===== config.mk =====
export PLATFORM = sky130hd
export DESIGN_NAME = seg_scan_driver
export DESIGN_NICKNAME = d
export VERILOG_FILES = /design/src/rtl/seg_scan_pkg.sv /design/src/rtl/serial_frame_rx.sv /design/src/rtl/seg_scan_driver.sv
export SDC_FILE = /design/constraint.sdc
export NUM_CORES = 1
export LEC_CHECK = 0
export CAP_MARGIN = 20
export CORE_MARGIN = 1
export CORE_UTILIZATION = 40
export DETAILED_ROUTE_END_ITERATION = 6
export PLACE_DENSITY_LB_ADDON = 0.05
export RECOVER_POWER = 100
export SLEW_MARGIN = 20
export SYNTH_ARGS = -nofsm -noshare
export SYNTH_HDL_FRONTEND = slang
export SYNTH_HIERARCHICAL = 1
export SYNTH_SLANG_ARGS = --single-unit

===== constraint.sdc =====
create_clock -name clk -period 6.25 [get_ports clk]
set_input_delay 0.9375 -clock clk [delete_from_list [all_inputs] [get_ports clk]]
set_output_delay 0.9375 -clock clk [all_outputs]
set_load 0.05 [all_outputs]

===== src/rtl/seg_scan_pkg.sv =====
// Shared constants, frame layout and slot decoding for the multiplexed
// bicolour segment scan driver.
package seg_scan_pkg;

  localparam int unsigned LED_BYTE_OFS = 0;
  localparam int unsigned GRN_BYTE_OFS = 8;
  localparam int unsigned RED_BYTE_OFS = 16;
  localparam int unsigned DIGIT_STRIDE = 16;

  typedef enum logic [1:0] {SLOT_RED, SLOT_GRN, SLOT_LED, SLOT_BLANK} slot_type_e;

  typedef struct packed {
    slot_type_e  kind;
    logic [15:0] digit;
  } slot_dec_t;

  function automatic int unsigned frame_bits(input int unsigned n);
    return 8 + 16 * n;
  endfunction

  function automatic slot_dec_t slot_decode(input int unsigned k, input int unsigned n);
    slot_dec_t d;
    d.digit = 16'(k >> 1);
    if (k < 2 * n)      d.kind = k[0] ? SLOT_GRN : SLOT_RED;
    else if (k == 2 * n) d.kind = SLOT_LED;
    else                d.kind = SLOT_BLANK;
    return d;
  endfunction

endpackage


===== src/rtl/serial_frame_rx.sv =====
// 3-wire serial frame receiver: input synchronisers, shift register,
// bit counting and frame-length check on latch.
module serial_frame_rx
  import seg_scan_pkg::*;
#(
  parameter int unsigned NUM_DIGITS  = 4,
  parameter int unsigned SYNC_STAGES = 2
) (
  input  logic                                clk,
  input  logic                                rst,
  input  logic                                sclk,
  input  logic                                sdata,
  input  logic                                slatch,
  output logic [frame_bits(NUM_DIGITS)-1:0]   frame_data,
  output logic                                frame_ok,
  output logic                                frame_err
);

  localparam int unsigned FB = frame_bits(NUM_DIGITS);
  localparam int unsigned CW = $clog2(FB + 2);

  logic [SYNC_STAGES-1:0] sclk_sync, sdata_sync, slatch_sync;
  logic                   sclk_q, slatch_q;
  logic                   sclk_s, sdata_s, slatch_s;
  logic                   sclk_rise, latch_rise;
  logic [FB-1:0]          shreg, shreg_nxt;
  logic [CW-1:0]          bit_cnt, cnt_nxt;

  // sdata runs through the same depth as sclk so the sampled bit lines up
  // with the detected sclk edge.
  assign sclk_s     = sclk_sync[SYNC_STAGES-1];
  assign sdata_s    = sdata_sync[SYNC_STAGES-1];
  assign slatch_s   = slatch_sync[SYNC_STAGES-1];
  assign sclk_rise  = sclk_s & ~sclk_q;
  assign latch_rise = slatch_s & ~slatch_q;

  always_comb begin
    shreg_nxt = shreg;
    cnt_nxt   = bit_cnt;
    if (sclk_rise) begin
      shreg_nxt = {shreg[FB-2:0], sdata_s};
      if (bit_cnt != CW'(FB + 1)) cnt_nxt = bit_cnt + CW'(1);
    end
  end

  always_ff @(posedge clk or posedge rst) begin
    if (rst) begin
      sclk_sync   <= '0;
      sdata_sync  <= '0;
      slatch_sync <= '0;
      sclk_q      <= 1'b0;
      slatch_q    <= 1'b0;
      shreg       <= '0;
      bit_cnt     <= '0;
      frame_ok    <= 1'b0;
      frame_err   <= 1'b0;
    end else begin
      sclk_sync   <= {sclk_sync[SYNC_STAGES-2:0], sclk};
      sdata_sync  <= {sdata_sync[SYNC_STAGES-2:0], sdata};
      slatch_sync <= {slatch_sync[SYNC_STAGES-2:0], slatch};
      sclk_q      <= sclk_s;
      slatch_q    <= slatch_s;
      shreg       <= shreg_nxt;
      frame_ok    <= 1'b0;
      frame_err   <= 1'b0;
      if (latch_rise) begin
        bit_cnt <= '0;
        if (cnt_nxt == CW'(FB)) frame_ok  <= 1'b1;
        else                    frame_err <= 1'b1;
      end else begin
        bit_cnt <= cnt_nxt;
      end
    end
  end

  // While frame_ok is high the shift register still holds exactly the
  // accepted frame (including a shift that coincided with the latch).
  assign frame_data = shreg;

endmodule


===== src/rtl/seg_scan_driver.sv =====
// Double-buffered, time-multiplexed bicolour 7-segment + LED row driver
// fed by a 3-wire serial frame link.
module seg_scan_driver
  import seg_scan_pkg::*;
#(
  parameter int unsigned NUM_DIGITS  = 4,
  parameter int unsigned NUM_LEDS    = 7,
  parameter int unsigned DWELL_LOG2  = 6,
  parameter int unsigned SYNC_STAGES = 2
) (
  input  logic                  clk,
  input  logic                  rst,
  input  logic                  sclk,
  input  logic                  sdata,
  input  logic                  slatch,
  input  logic [3:0]            duty,
  input  logic                  blank,
  output logic [6:0]            seg_red,
  output logic [6:0]            seg_grn,
  output logic [NUM_DIGITS-1:0] dig_sel,
  output logic [NUM_LEDS-1:0]   led,
  output logic                  frame_ok,
  output logic                  frame_err,
  output logic                  scan_sof
);

  localparam int unsigned FB    = frame_bits(NUM_DIGITS);
  localparam int unsigned NSLOT = 2 * NUM_DIGITS + 2;
  localparam int unsigned SW    = $clog2(NSLOT);
  localparam int unsigned DW    = (NUM_DIGITS > 1) ? $clog2(NUM_DIGITS) : 1;

  logic [FB-1:0]         rx_data, pending, active, active_view;
  logic                  pending_valid;
  logic [SW-1:0]         slot;
  logic [DWELL_LOG2-1:0] sub;
  logic [3:0]            duty_q, duty_eff;
  logic                  scan_start, swap, duty_on;
  slot_dec_t             dec;
  logic [DW-1:0]         dig_idx;
  logic [6:0]            red_b [NUM_DIGITS];
  logic [6:0]            grn_b [NUM_DIGITS];
  logic [6:0]            red_n, grn_n;
  logic [NUM_DIGITS-1:0] dig_n;
  logic [NUM_LEDS-1:0]   led_n;

  serial_frame_rx #(
    .NUM_DIGITS  (NUM_DIGITS),
    .SYNC_STAGES (SYNC_STAGES)
  ) u_rx (
    .clk        (clk),
    .rst        (rst),
    .sclk       (sclk),
    .sdata      (sdata),
    .slatch     (slatch),
    .frame_data (rx_data),
    .frame_ok   (frame_ok),
    .frame_err  (frame_err)
  );

  assign scan_start = (slot == '0) && (sub == '0);
  assign swap       = scan_start & pending_valid;
  // Decode from the buffer being swapped in so the first clk of a scan
  // already shows the new frame.
  assign active_view = swap ? pending : active;
  assign duty_eff    = (sub == '0) ? duty : duty_q;
  assign duty_on     = sub[DWELL_LOG2-1 -: 4] <= duty_eff;
  assign dec         = slot_decode(32'(slot), NUM_DIGITS);
  assign dig_idx     = DW'(dec.digit);

  for (genvar g = 0; g < NUM_DIGITS; g++) begin : g_bytes
    assign red_b[g] = active_view[RED_BYTE_OFS + DIGIT_STRIDE * g +: 7];
    assign grn_b[g] = active_view[GRN_BYTE_OFS + DIGIT_STRIDE * g +: 7];
  end

  always_comb begin
    red_n = '0;
    grn_n = '0;
    dig_n = '0;
    led_n = '0;
    if (duty_on && !blank) begin
      case (dec.kind)
        SLOT_RED: begin
          dig_n = NUM_DIGITS'(1) << dig_idx;
          red_n = red_b[dig_idx];
        end
        SLOT_GRN: begin
          dig_n = NUM_DIGITS'(1) << dig_idx;
          grn_n = grn_b[dig_idx];
        end
        SLOT_LED: led_n = active_view[LED_BYTE_OFS +: NUM_LEDS];
        default:  ;
      endcase
    end
  end

  always_ff @(posedge clk or posedge rst) begin
    if (rst) begin
      pending       <= '0;
      active        <= '0;
      pending_valid <= 1'b0;
      slot          <= '0;
      sub           <= '0;
      duty_q        <= '0;
      seg_red       <= '0;
      seg_grn       <= '0;
      dig_sel       <= '0;
      led           <= '0;
      scan_sof      <= 1'b0;
    end else begin
      if (frame_ok) begin
        pending       <= rx_data;
        pending_valid <= 1'b1;
      end else if (swap) begin
        pending_valid <= 1'b0;
      end
      if (swap) active <= pending;
      sub    <= sub + DWELL_LOG2'(1);
      duty_q <= duty_eff;
      if (sub == '1) slot <= (slot == SW'(NSLOT - 1)) ? '0 : slot + SW'(1);
      seg_red  <= red_n;
      seg_grn  <= grn_n;
      dig_sel  <= dig_n;
      led      <= led_n;
      scan_sof <= scan_start;
    end
  end

endmodule


Word-level counts from Yosys, hierarchy flattened --
Index checks and enable logic that the tools add are counted.
Operators by class: add/subtract/negate cells 3, $lt $le $gt $ge 3, eq/ne operators 7, shift-type cells 1, multiplexer cells 29, bitwise operators 6, reduce and logical (&&, ||, !) cells 8
Operators with widths (number):
- $mux 7 | 13
- $mux 71 | 1
- $bmux 7 s2 | 2
- $mux 4 | 4
- $eq 4x4->1 const B | 2
- $mux 1 | 8
- $add 7x1->7 const B | 1
- $eq 7x7->1 const B | 1
- $ne 7x7->1 const B | 1
- $add 6x1->6 const B | 1
- $eq 6x6->1 const B | 1
- $logic_not 6->1 | 1
- $add 4x1->4 const B | 1
- $le 4x4->1 | 1
- $logic_not 4->1 | 1
- $lt 4x4->1 const B | 1
- $shl 1x2->4 const A | 1
- $and 1x1->1 | 3
- $ge 3x3->1 const B | 1
- $not 2->3 | 1
- $eq 2x1->1 const B | 1
- $eq 2x2->1 const B | 1
- $logic_and 1x1->1 | 2
- $logic_not 2->1 | 1
- other kinds (5) | 6
Storage, ports and cells: register bits after elaboration 271, bits of input ports 10, output and inout bits 28, word-level logic and storage cells 78

Logic depth before layout (Yosys ltp) --
Gate-level depths: netlist of run 1.
depth after elaboration 9, mapped depth 12, gate-level depth less buffers 11

Modules after synthesis --
The synthesis of run 1 kept the hierarchy.
By module, submodules not included:
- seg_scan_driver | instances 1, cells an instance 447, area an instance 6966.7 um2
- serial_frame_rx | instances 1, cells an instance 377, area an instance 3474.6 um2

Least setup slack after synthesis of run 1 --
No wires, ideal clock.
path kind register to register, start register sub[0], end register led[6], library setup time 136 ps, arrival 2813 ps, required time 6114 ps, setup slack 3302 ps, cell stages (with the launch flop) 12, path buffers 1, path through dfrtp_1 inv_1 ha_1 or4b_4 nor2_1 mux2_2 ha_1 nand4_1 o21ai_0 a21oi_1 clkbuf_1 nor3b_1
On the way: elaborated cells on any way between the ends 9, those cells by class order compare: 1; mux: 4; bitwise: 1; reduce/logical: 3
RTL lines:
- start, declared | RTL line seg_scan_driver.sv:35 | logic [DWELL_LOG2-1:0] sub;
- start signal, assigned | RTL line seg_scan_driver.sv:117 | sub <= sub + DWELL_LOG2'(1);
- $logic_not 6->1 | RTL line seg_scan_driver.sv:65 | assign duty_eff = (sub == '0) ? duty : duty_q;
- $mux 4 | RTL line seg_scan_driver.sv:65
- net duty_eff[0] | RTL line seg_scan_driver.sv:36 | logic [3:0] duty_q, duty_eff;
- $le 4x4->1 | RTL line seg_scan_driver.sv:66 | assign duty_on = sub[DWELL_LOG2-1 -: 4] <= duty_eff;
- $logic_and 1x1->1 | RTL line seg_scan_driver.sv:80 | if (duty_on && !blank) begin
- $mux 7 | RTL line seg_scan_driver.sv:80
- net led_n[6] | RTL line seg_scan_driver.sv:44 | logic [NUM_LEDS-1:0] led_n;
- end signal, assigned | RTL line seg_scan_driver.sv:123 | led <= led_n;
- end, declared | RTL line seg_scan_driver.sv:21 | output logic [NUM_LEDS-1:0] led,
The timed path passes the listed nets, and every way through them passes these cells. A chain may end at the register's enable or synchronous reset.

Worst setup path after layout of run 1 --
start register sub[0], end register seg_grn[6]
On the way: elaborated cells on any way between the ends 12, those cells by class order compare: 1; mux: 7; bitwise: 1; reduce/logical: 3
RTL lines:
- $logic_not 6->1 | RTL line seg_scan_driver.sv:65
- $mux 4 | RTL line seg_scan_driver.sv:65
- net duty_eff[0] | RTL line seg_scan_driver.sv:36
- $le 4x4->1 | RTL line seg_scan_driver.sv:66
- $logic_and 1x1->1 | RTL line seg_scan_driver.sv:80
- $mux 7 | RTL line seg_scan_driver.sv:80
- net grn_n[6] | RTL line seg_scan_driver.sv:42 | logic [6:0] red_n, grn_n;
- end signal, assigned | RTL line seg_scan_driver.sv:121 | seg_grn <= grn_n;
- end, declared | RTL line seg_scan_driver.sv:19 | output logic [6:0] seg_grn,
The timed path passes the listed nets, and every way through them passes these cells. The select of a mux whose other input is x is not followed.

==> impl_metrics.env, run 1 <==
export IMPL_multiInputGateArea_mm2=0.00355
export IMPL_grt_ovfl_total=0
export IMPL_relSlewSlack_pct=-171
export IMPL_syn_area_mm2=0.0104
export IMPL_via_per_inst=5.07
export IMPL_grtUsageTotal_pct=17.3
export IMPL_fill_cells=2301
export IMPL_hold_class="reg2reg"
export IMPL_drive_above_1_share_pct=18.4
export IMPL_status="finished, violations left"
export IMPL_clock_latency_ns=0.53
export IMPL_p_leak_nw=6.07
export IMPL_cts_resized=0
export IMPL_initial_core_util_pct=41.1
export IMPL_violations="capacitance limit, slew limit"
export IMPL_area_growth_pct=13.4
export IMPL_place_congestion=0.780
export IMPL_period_share_pct=68.1
export IMPL_clockRootBuffer="clkbuf_16"
export IMPL_ant_nets=0
export IMPL_hold_buffers=0
export IMPL_grt_pass1_wl_um=36200
export IMPL_register_area_mm2=0.00638
export IMPL_syn_inst=820
export IMPL_dieWidth_um=163
export IMPL_drt_pass1_iter_count=4
export IMPL_h_tree_depth=1
export IMPL_ios=38
export IMPL_vias=6086
export IMPL_pre_cts_ws_ns=2.92
export IMPL_grt_pass1_vias=6635
export IMPL_die_area_mm2=0.0267
export IMPL_avgSynthCellArea_um2=12.7
export IMPL_max_cap_violations=5
export IMPL_wl_met3_um=648
export IMPL_drt_iter0_drc=262
export IMPL_finClkSkew_ns=0.00982
export IMPL_cp_arrival_ns=4.55
export IMPL_port_buffers=37
export IMPL_topRoutingLayerUsed="met4"
export IMPL_crit_chain="inv_1, ha_1, or4b_1, nor2_1, mux2_1, ha_1, nand4_1, o21ai_0, a21oi_1, a211oi_1"
export IMPL_min_from="u_rx/sclk_sync[0]"
export IMPL_core_area_mm2=0.0253
export IMPL_finalSetupTns_ns=0
export IMPL_clockBufferDepth=3
export IMPL_finalMaxSlewViolations=258
export IMPL_ys_warn_count=6
export IMPL_max_vdd_ir_drop_v=0.000244
export IMPL_place_hpwl_um=13100
export IMPL_slowest_delay_ns=1.51
export IMPL_crit_slowest_cell="a21oi_1"
export IMPL_setup_violations=0
export IMPL_dieHeight_um=163
export IMPL_cts_tree="yes"
export IMPL_grt_max_degree=80
export IMPL_clk_pin_slew_worst_paths_ns=0.06
export IMPL_critPathRequiredTime_ns=6.55
export IMPL_r2r_start="sub[0]"
export IMPL_drcViolationCount=0
export IMPL_avgRoutedWirePerCell_um=18.0
export IMPL_post_cts_buffers=0
export IMPL_worst_slack_ns=1.99
export IMPL_fmax_mhz=235
export IMPL_path_class="reg2reg"
export IMPL_wl_met2_um=10200
export IMPL_wl_met1_um=10200
export IMPL_rsz0062_at_grt="no"
export IMPL_wl_um=21600
export IMPL_crit_fanout=25
export IMPL_path_common_cell="ha_1"
export IMPL_powerDensity_mw_per_mm2=299
export IMPL_diodes=0
export IMPL_clock_sinks=255
export IMPL_startpoint="sub[0]"
export IMPL_grt_antenna_before_repair=0
export IMPL_tightest_slew_ns=4.07
export IMPL_cts_buffers=28
export IMPL_min_period_ns=4.26
export IMPL_rows=58
export IMPL_nNetsFinal=869
export IMPL_finalHoldViolCount=0
export IMPL_start_kind="register"
export IMPL_cp_end_kind="register"
export IMPL_syn_nets=838
stage by stage:
stage               cell area, um2  total power [mW]  hold WS, ns  utilization (%)  std cells
floorplan                    10400              1.81        0.331                -        820
global placement             11000              1.85        0.333             43.5       1151
detailed placement           11000              1.85        0.340             43.5       1151
CTS                          12000              3.59        0.339             47.4       1201
global route                 11800              3.66        0.356             46.6       1201
finish                       11800              3.53        0.337             46.6       1201
routing by layer:
layer,vias to the layer above,track usage [%]
met5,-,0
met4,0,4.46
met3,31,2.62
met2,102,28.4
met1,3105,23.9
li1,2848,-
layout make-up:
cell class | count | share of cell area [%]
Clock inverter | 6 | 0.891
Multi-Input combinational cell | 507 | 30.1
Inverter | 12 | 0.403
Sequential cell | 255 | 54.1
Timing Repair Buffer | 47 | 3.65
Clock buffer | 44 | 7.39
Tap cell | 330 | 3.50
power by group:
part | internal [mW] | switching (mW)
logic | 0.0275 | 0.0833
registers | 1.68 | 0.0249
clock network | 1.07 | 0.638
total | 2.78 | 0.746
sequential cells by signal, indices dropped and copies added (netlist names), 2 cells and up:
name / flops
u_rx/frame_data: 71
active: 63
pending: 63
led: 7
seg_grn: 7
seg_red: 7
u_rx/bit_cnt: 7
sub: 6
dig_sel: 4
duty_q: 4
slot: 4
u_rx/sclk_sync: 2
u_rx/sdata_sync: 2
u_rx/slatch_sync: 2
final timing paths:
check / to / depth (start not counted) / slack (ns)
setup / recovery: seg_grn[6] / 10 / 1.99
hold / removal: u_rx/sclk_sync[1] / 0 / 0.34
setup reg to reg: seg_grn[6] / 10 / 1.99
hold reg to reg: u_rx/sclk_sync[1] / 0 / 0.34
max in group asynchronous: active[5] / 3 / 2.13
min in group asynchronous: u_rx/sclk_sync[1] / 2 / 1.49
cells in the final DEF, fill, tap and decap left out, types with 2 or more instances in the layout:
master and count:
dfrtp_1 254, nand2_1 217, mux2_2 97, mux2_1 44, dlygate4sd3_1 32, clkbuf_16 29
mux2i_1 16, a211oi_1 15, nor2_1 14, o221ai_1 13, inv_1 9, nand3_1 9
clkbuf_8 9, xnor2_1 8, nor3b_1 8, ha_1 8, clkbuf_1 8, a21oi_1 5
clkdlybuf4s50_1 5, buf_4 5, and3_1 4, nor4b_1 4, nand4_1 3, nor3_1 3
nor4_1 3, bufinv_16 3, clkinv_2 3, clkbuf_2 3, or4b_1 2, or4_1 2
a31oi_1 2, or2_0 2, nor2b_1 2, o21ai_0 2, a311oi_1 2, xor2_1 2
clkinvlp_2 2, and2_0 2, nand4b_1 2
worst max-delay path, delay by kind of cell, from the launching register on:
| kind | cells | cell delay [ns] |
|---|---|---|
| muxes | 1 | 0.39 |
| adders and majority gates | 2 | 0.43 |
| DFF | 1 | 0.41 |
| and+or+nand+nor | 3 | 0.94 |
| AOI/OAI and AO/OA | 3 | 1.76 |
| buffers and inverters | 1 | 0.08 |
(Power assumes the default switching activity.)
==> run 2: changes to the inputs <==
Clock period 6.25 ns to 3.5 ns, I/O delays scaled along.
==> run 2 against run 1 <==
The flow still finishes with violations (capacitance limit, slew limit). Non-clock buffer count is 8 higher. Hold slack improved by 0.011 ns. Count of clock-buffer cells in the layout decreased by 2. Core utilization increased by 0.60 points. Combinational power rose by 88%. Sequential cell count is the same. Cell count is 0.92% higher. Sequential power up 79%. Global-route usage decreased by 0.18 points. Maximum frequency increased by 35%. Critical path type unchanged. Highest routed layer unchanged.
==> impl_metrics.env, run 2 (synthesis results as in run 1) <==
export IMPL_status="finished, violations left"
export IMPL_violations="capacitance limit, slew limit"
export IMPL_swShare_pct=20.9
export IMPL_cts_buffers=29
export IMPL_multiInputGateArea_mm2=0.00355
export IMPL_largest_reg_flops=71
export IMPL_critPathRequiredTime_ns=3.90
export IMPL_grt_ovfl_total=0
export IMPL_cp_end_kind="register"
export IMPL_min_period_ns=3.14
export IMPL_dieWidth_um=163
export IMPL_die_area_mm2=0.0267
export IMPL_drive_above_1_share_pct=19.2
export IMPL_dpl_cell_area_mm2=0.0111
export IMPL_rows=58
export IMPL_crit_fanout=25
export IMPL_grt_pass1_vias=6581
export IMPL_cts_resized=0
export IMPL_dieHeight_um=163
export IMPL_p_int_mw=5.15
export IMPL_setup_violations=0
export IMPL_p_comb_share_pct=3.2
export IMPL_clock_sinks=255
export IMPL_hold_class="reg2reg"
export IMPL_vias=6126
export IMPL_min_from="u_rx/sdata_sync[0]"
export IMPL_hold_buffers=0
export IMPL_port_buffers=37
export IMPL_period_share_pct=89.8
export IMPL_max_cap_violations=5
export IMPL_grt_pass1_wl_um=35900
export IMPL_ios=38
export IMPL_nNetsFinal=878
export IMPL_place_hpwl_um=13500
export IMPL_h_tree_depth=1
export IMPL_power_frac_seq_pct=46.7
export IMPL_clk_pin_slew_worst_paths_ns=0.06
export IMPL_startpoint="sub[0]"
export IMPL_clkPwrFrac_pct=50.1
export IMPL_core_area_mm2=0.0253
export IMPL_drt_iter0_drc=371
export IMPL_wl_um=21400
export IMPL_p_total_mw=6.51
export IMPL_max_vdd_ir_drop_v=0.000358
export IMPL_clock_latency_ns=0.53
export IMPL_finalMaxSlewViolations=241
export IMPL_r2r_start="sub[0]"
export IMPL_drt_pass1_iter_count=7
export IMPL_fmax_mhz=318
export IMPL_final_common_cell="dfrtp_1"
export IMPL_diodes=0
export IMPL_fill_cells=2288
export IMPL_grt_antenna_before_repair=0
export IMPL_post_cts_buffers=0
export IMPL_tightest_slew_ns=2.32
export IMPL_grtUsageTotal_pct=17.1
export IMPL_p_leak_nw=6.15
export IMPL_finalInstanceArea_mm2=0.0120
export IMPL_drcViolationCount=0
export IMPL_cp_arrival_ns=3.55
export IMPL_avgRoutedWirePerCell_um=17.7
export IMPL_rrSetupSlack_ns=0.36
export IMPL_finalSetupTns_ns=0
export IMPL_clockBufferDepth=3
export IMPL_path_class="reg2reg"
export IMPL_place_congestion=0.783
export IMPL_start_kind="register"
export IMPL_ant_nets=0
export IMPL_p_sw_mw=1.36
export IMPL_relSlewSlack_pct=-55.3
export IMPL_via_per_inst=5.05
export IMPL_area_growth_pct=14.9
export IMPL_cts_tree="yes"
export IMPL_finalNonFillerCells=1212
export IMPL_initial_core_util_pct=41.1
export IMPL_r2r_cells=12
export IMPL_finClkSkew_ns=0.0127
export IMPL_clockRootBuffer="clkbuf_16"
export IMPL_register_area_mm2=0.00638
export IMPL_finalHoldViolCount=0
export IMPL_mostFrequentLayoutCells="254 x dfrtp_1, 217 x nand2_1, 96 x mux2_2, 45 x mux2_1, 32 x dlygate4sd3_1"
export IMPL_place_inst=1159
export IMPL_grt_max_degree=65
export IMPL_hold_depth=0
export IMPL_rsz0062_at_grt="no"
export IMPL_powerDensity_mw_per_mm2=545
## run 2: routing by layer
| layer | vias up | global-route usage [%] | routed length, um |
|---|---|---|---|
| met2 | 98 | 27.9 | 10100 |
| met5 | - | 0 | 0 |
| met4 | 0 | 3.82 | 369 |
| met3 | 28 | 2.46 | 722 |
| li1 | 2858 | - | - |
| met1 | 3142 | 24.1 | 10200 |
## run 2: worst paths after layout
kind,to
setup / recovery,dig_sel[0]
hold / removal,u_rx/sdata_sync[1]
setup reg to reg,dig_sel[0]
hold reg to reg,u_rx/sdata_sync[1]
max in group asynchronous,dig_sel[2]
min in group asynchronous,active[49]
## run 2: power groups by stage
stage	registers [mW]	logic (mW)	clock network, mW
3_5_place_dp	3.10	0.224	0
4_1_cts	3.04	0.226	3.36
2_1_floorplan	3.09	0.138	0
5_1_grt	3.05	0.240	3.47
3_3_place_gp	3.09	0.217	0
6_report	3.04	0.209	3.26
## run 2: layout make-up
type,instances,share of cell area (%)
sequential,255,53.4
multi-input combinational,507,29.7
clock buffer,42,7.32
timing repair buffer,55,4.15
tap,330,3.45
clock inverter,11,1.59
inverter,12,0.398
## run 2: per-stage QoR
stage | hold slack (ns) | setup slack [ns] | util (%)
3_3_place_gp | 0.334 | 0.634 | 43.9
2_1_floorplan | 0.331 | 0.552 | -
4_1_cts | 0.349 | 0.508 | 48.1
6_report | 0.348 | 0.358 | 47.2
3_5_place_dp | 0.336 | 0.526 | 43.9
5_1_grt | 0.368 | 0.170 | 47.2
## run 2: critical path, stage by stage (launching register included)
cell and delay, ns:
dfrtp_1 0.40, inv_1 0.09, ha_1 0.14, or4b_1 0.49
nor2_1 0.19, clkbuf_1 0.24, mux2_1 0.39, ha_1 0.28
nand4_1 0.07, o21ai_0 0.11, a21oi_2 0.04, buf_4 0.23
nor4b_1 0.32
==> run 3: changes to the inputs <==
Settings changed: SKIP_LAST_GASP set to 1.
==> results of run 3 <==
The final DEF is identical to that of run 2; final timing and power are the same.
